===== src/rtl/uart_tx_core.sv =====
`default_nettype none
// ============================================================================
// Module      : uart_tx_core
// Description : 8N1 UART transmitter with a one-cycle start pulse and
//               registered line and frame-busy outputs.
// Revision    : 1.0
// ============================================================================
module uart_tx_core #(
    parameter int CLK_FREQ = 100_000_000,
    parameter int BAUD     = 9600
) (
    input  logic       clk,
    input  logic       rst,
    input  logic       btn_start,
    input  logic [7:0] tx_data_in,
    output logic       tx,
    output logic       tx_done
);

    localparam int DIV = CLK_FREQ / BAUD;
    localparam int CW  = (DIV > 1) ? $clog2(DIV) : 1;
    localparam logic [CW-1:0] c_DIV_LAST = CW'(DIV - 1);

    typedef enum logic [1:0] {
        S_IDLE  = 2'd0,
        S_START = 2'd1,
        S_DATA  = 2'd2,
        S_STOP  = 2'd3
    } state_t;

    state_t        r_state;
    state_t        w_state_nxt;
    logic [CW-1:0] r_div_cnt;
    logic [CW-1:0] w_div_cnt_nxt;
    logic [2:0]    r_bit_idx;
    logic [2:0]    w_bit_idx_nxt;
    logic [7:0]    r_shift;
    logic [7:0]    w_shift_nxt;
    logic          r_tx;
    logic          r_tx_done;
    logic          w_tx_nxt;
    logic          w_tx_done_nxt;
    logic          w_bit_end;

    always_comb begin
        w_state_nxt   = r_state;
        w_div_cnt_nxt = r_div_cnt;
        w_bit_idx_nxt = r_bit_idx;
        w_shift_nxt   = r_shift;
        w_bit_end     = (r_div_cnt == c_DIV_LAST);

        if (r_state == S_IDLE) begin
            if (btn_start) begin
                w_state_nxt   = S_START;
                w_shift_nxt   = tx_data_in;
                w_div_cnt_nxt = '0;
                w_bit_idx_nxt = '0;
            end
        end else begin
            w_div_cnt_nxt = w_bit_end ? '0 : (r_div_cnt + CW'(1));
        end

        case (r_state)
            S_START: begin
                if (w_bit_end) begin
                    w_state_nxt = S_DATA;
                end
            end
            S_DATA: begin
                if (w_bit_end) begin
                    // 3-bit index wraps 7 -> 0 as the frame leaves DATA
                    w_bit_idx_nxt = r_bit_idx + 3'd1;
                    if (r_bit_idx == 3'd7) begin
                        w_state_nxt = S_STOP;
                    end
                end
            end
            S_STOP: begin
                if (w_bit_end) begin
                    w_state_nxt = S_IDLE;
                end
            end
            default: ;
        endcase
    end

    // Outputs are decoded from the upcoming state so the registers hold the
    // value for the cycle that state occupies.
    always_comb begin
        w_tx_nxt      = 1'b1;
        w_tx_done_nxt = (w_state_nxt != S_IDLE);
        case (w_state_nxt)
            S_START: w_tx_nxt = 1'b0;
            S_DATA:  w_tx_nxt = w_shift_nxt[w_bit_idx_nxt];
            default: w_tx_nxt = 1'b1;
        endcase
    end

    always_ff @(posedge clk) begin
        if (rst) begin
            r_state   <= S_IDLE;
            r_div_cnt <= '0;
            r_bit_idx <= '0;
            r_shift   <= 8'h00;
            r_tx      <= 1'b1;
            r_tx_done <= 1'b0;
        end else begin
            r_state   <= w_state_nxt;
            r_div_cnt <= w_div_cnt_nxt;
            r_bit_idx <= w_bit_idx_nxt;
            r_shift   <= w_shift_nxt;
            r_tx      <= w_tx_nxt;
            r_tx_done <= w_tx_done_nxt;
        end
    end

    assign tx      = r_tx;
    assign tx_done = r_tx_done;

endmodule
`default_nettype wire


===== config.mk =====
export PLATFORM = sky130hd
export DESIGN_NAME = uart_tx_core
export DESIGN_NICKNAME = d
export VERILOG_FILES = /design/src/rtl/uart_tx_core.sv
export SDC_FILE = /design/constraint.sdc
export NUM_CORES = 1
export LEC_CHECK = 0
export BUFFER_PORTS_ARGS = -buffer_cell sky130_fd_sc_hd__buf_2
export CAP_MARGIN = 20
export CORE_UTILIZATION = 45
export DETAILED_ROUTE_END_ITERATION = 16
export GPL_ROUTABILITY_DRIVEN = 0
export PLACE_DENSITY = 0.7
export SLEW_MARGIN = 20
export SYNTH_ARGS = -nofsm -noshare
export SYNTH_HDL_FRONTEND = slang
export SYNTH_SLANG_ARGS = --single-unit

===== constraint.sdc =====
create_clock -name clk -period 3.6 [get_ports clk]
set_input_delay 0 -clock clk [delete_from_list [all_inputs] [get_ports clk]]
set_output_delay 0 -clock clk [all_outputs]
set_load 0.005 [all_outputs]

-- After elaboration in Yosys (flattened, before gate mapping)
Cells that the tools add are included.
- register bits: 29
- input bits: 11
- output and inout bits: 2
- word-level logic and storage cells: 38
- add/subtract/negate cells: 2
- $lt $le $gt $ge: 1
- equal/unequal tests: 8
- muxes and demuxes: 19
- reductions and logical operators: 2
- operator list (kind ; count):
    two-way mux 14 bit ; 3
    two-way mux 8 bit ; 2
    adder 14 x 1 -> 14 bit, second input constant ; 1
    equality test 14 bit, second input constant ; 1
    two-way mux 2 bit ; 6
    two-way mux 3 bit ; 4
    equality test 2 bit, second input constant ; 3
    case mux 2 bit (3 select lines) ; 1
    equality test 2 x 1 -> 1 bit, second input constant ; 2
    < comparator 3 x 4 -> 1 bit, second input constant ; 1
    adder 3 x 1 -> 3 bit, second input constant ; 1
    binary-select mux 1 bit (select 3 bit) ; 1
    equality test 3 bit, second input constant ; 1
    logical NOT 2 bit ; 1
    inequality test 2 bit, second input constant ; 1
    case mux 1 bit (2 select lines) ; 1
    nonzero test 2 bit ; 1
    two-way mux 1 bit ; 1

-- Logic depth before layout (Yosys ltp)
- depth in word-level cells: 7
- mapped depth: 10
- depth with buffers taken out: 8

-- Worst setup path before layout
OpenSTA, ideal clock, no wires.
- kind: reg-to-reg
- start: register r_div_cnt[0]
- end: register r_div_cnt[9]
- library setup time: 0.091 ns
- data arrival time: 1.753 ns
- path slack: 1.756 ns
- stages on the path, launching flop included: 10
- clock period less this slack: 1.844 ns
- cell sequence: dfxtp_1 ha_1 and4b_1 and4_1 buf_6 or2_4 buf_6 nor2_1 nor2_1 a311oi_1
- cells in the longest elaborated chain, start to end: 3
- elaborated cells between the ends (all ways): 4
- RTL lines (what ; RTL line ; text):
    start, declared ; 33 ; logic [CW-1:0] r_div_cnt;
    start signal, assigned ; 109 ; r_div_cnt <= w_div_cnt_nxt;
    adder 14 x 1 -> 14 bit / equality test 14 bit (equally long branches) ; 60, 50 ;
    two-way mux 14 bit (*) ; 60 ; w_div_cnt_nxt = w_bit_end ? '0 : (r_div_cnt + CW'(1));
    two-way mux 14 bit (*) ; 52 ; if (r_state == S_IDLE) begin
Every way passes the cells marked *; elsewhere a longest branch is shown, timed or not.
A chain may end at the register's enable or synchronous reset.

-- Worst setup path in the final report
- start: register r_div_cnt[0]
- end: register r_div_cnt[13]
The elaborated chain is that of the path after synthesis.

==> run summary <==
Most common cell after layout, fill and taps aside - nor2_1
Final setup violation count - 0
Synth Warn # - 0
GRT overflow - 0
DIE HEIGHT - 59.4 um
Max-slew violations - 0
P_sw - 143 uW
Fmax achieved - 447 MHz
Io pins - 13
Antenna viol nets, final - 0
Core Box Area - 0.00308 mm^2
Worst slew pin tran - 0.922 ns
Starting Density - 0.481
Synth Net Count - 181
Crit path from - r_div_cnt[0]
Sw frac - 0.241
Arrival time of the worst setup path - 2.46 ns
Pin count of the biggest net entering global routing - 30
Setup Fix Bufs, Post-CTS - 0
Crit Path Max Fanout - 11
Post_cts resized - 0
Vias - 1255
Via density - 5.50
Pwr per Cell Area - 355 mW/mm^2
Max transition margin - 0.383
Crit Path Category - flip-flop to flip-flop
Synthesized cell area - 0.00148 mm^2
R2R depth - 6
Synth Register Bits - 29
Average cell area after synthesis - 8.86 um^2
Crit start category - flip-flop
CP endpoint kind - flip-flop
Async S/R FF share, synth - 0
Cells after Synth - 167
Worst clock skew - 0.0163 ns
Launching point of the worst reg2reg path - r_div_cnt[0]
Critical path's slowest cell - nor2_1
Post-synthesis cell type count - 42
Area grow syn2layout - 13.0%
Layout cells sized above 1 - 0.136
Sequential area share after synthesis - 0.392
Clk Latency, worst-skew pair - 0.32 ns
Worst Hold Path EP - tx
Internal cell power - 451 uW
DRT Wirelength - 2910 um
Worst path max stage delay - 0.57 ns
Hold Startpoint - btn_start
Logic pwr share - 0.107
Most frequent cells in the layout - 35 x nor2_1, 29 x dfxtp_1, 15 x mux2i_1
Row Count - 20
Clock tree root buffer cell - clkbuf_4
CTS Buffer Depth - 2
I/O Buffers - 12
First-pass GRT wire length - 4820 um
Die area - 0.00352 mm^2
Final core occ - 0.543
Reg2reg setup slack - 1.36 ns
Hold WC Path Type - primary input to flip-flop
Iter 0 DRT Violations - 115
TNS Setup - 0 ns
Final HPWL DP - 2070 um
Leakage - 0.000657 uW
Cells along the critical path - ha_1 > and4b_1 > and4_1 > nor2_1 > a41oi_1 > a311oi_1
Worst path required time - 3.82 ns
Reg power frac - 0.564
MaxCap Viol Count - 0
Final hold violation count - 0
DR pass1 iterations - 4
Min Tclk post-route - 2.24 ns
H-Tree Level Count - 2
# diodes - 0
Number of synthesized flops with an enable pin - 0
WL/cell - 12.8 um
Die width - 59.4 um
Part of the power in the clock network - 0.329
Finished Cell Area - 0.00167 mm^2
Sink Count - 29
DRC viols - 0
Placed cell area - 0.00154 mm^2
Reg-to-reg endpoint - r_div_cnt[13]
Vias in the first global route - 1159
GRT Resource Usage Total - 0.185
Hold Path Stages - 4
Total CTS buffers - 5
Peak VDD IR - 173 uV
CTS tree - done
Synth Flop Type - dfxtp_1
Clock transition at path regs - 0.10 ns
Status - finished clean
Final Net Count - 198
Initial antenna violation count - 0
Final Cycle Share - 0.622
RSZ-0062 raised after global routing - no
==> kinds of logic (layout without fill, tap and decap cells) <==
| logic type | count (synthesis) | in the layout | synth area share |
|---|---|---|---|
| flip-flops | 29 | 29 | 0.392 |
| XOR/XNOR | 1 | 1 | 0.00592 |
| AO/OA/AOI/OAI | 27 | 27 | 0.128 |
| buffers and inverters | 10 | 27 | 0.0389 |
| adder cells (fa/ha/maj) | 3 | 3 | 0.0254 |
| multiplexers | 16 | 16 | 0.117 |
| AND/OR/NAND/NOR | 81 | 81 | 0.293 |
==> state kept, by name (all words and copies together) (netlist names) <==
signal and cells:
r_div_cnt 14, r_shift 8, r_bit_idx 3, r_state 2, tx 1, tx_done 1
==> timing repair <==
action                                  CTS  global route
hold buffers                              8             0
hold endpoints to repair                  8             0
endpoints found under the setup margin    0             0
==> through the flow <==
| stage | instances | power, uW | worst slack (ns) | hold WS (ns) |
|---|---|---|---|---|
| floorplan | 167 | 386 | 1.76 | 0.0685 |
| global placement | 213 | 397 | 1.43 | 0.261 |
| detailed placement | 213 | 399 | 1.41 | 0.269 |
| CTS | 228 | 603 | 1.39 | 0.0980 |
| global route | 228 | 621 | 1.19 | 0.123 |
| finish | 228 | 593 | 1.36 | 0.112 |
==> layout make-up <==
cell class	instances	area, um^2
fill	280	1410
tap	44	55.1
sequential	29	581
clock buffer	7	55.1
multi-input combinational	128	842
timing repair buffer	20	140
==> metal layers <==
metal	GRT usage	vias up	routed length, um
li1	-	635	-
met1	0.218	586	1370
met2	0.310	27	1380
met3	0.0459	7	117
met4	0.0918	0	47
met5	0	-	0
==> worst max-delay path: cells and delay by family (launching register included) <==
kind	cells	cell delay (ns)
compound gates	2	0.54
fa+ha+maj	1	0.24
simple gates	3	1.03
flops	1	0.35
==> Yosys cell counts (2+ instances only) <==
master,count,share of area
nor2_1,35,0.089
dfxtp_1,29,0.39
mux2i_1,15,0.10
nand2_1,12,0.030
a21oi_1,7,0.024
a311oi_1,6,0.036
nand3_1,5,0.017
buf_2,4,0.014
clkbuf_1,4,0.010
o21ai_1,4,0.014
ha_1,3,0.025
nor2b_1,3,0.013
nor3_1,3,0.010
nor4_1,3,0.013
a22oi_1,2,0.010
and2_1,2,0.0085
and3_1,2,0.0085
and4b_1,2,0.014
buf_6,2,0.015
nand4_1,2,0.0085
==> how the worst max path moves through the flow <==
stage	to	cells past startpoint
after global routing	tx	7
after global placement	tx	7
final	r_div_cnt[13]	6
after floorplan	r_div_cnt[9]	9
after detailed placement	tx	6
after CTS	r_div_cnt[13]	6
==> power by group through the flow <==
stage	Sequential, uW	Combinational (uW)	Clock [uW]
final	335	63.2	195
after global routing	336	70.1	215
after CTS	335	63.4	205
after detailed placement	342	56.7	0
after global placement	342	54.8	0
after floorplan	340	45.5	0
(Power assumes the default switching activity.)
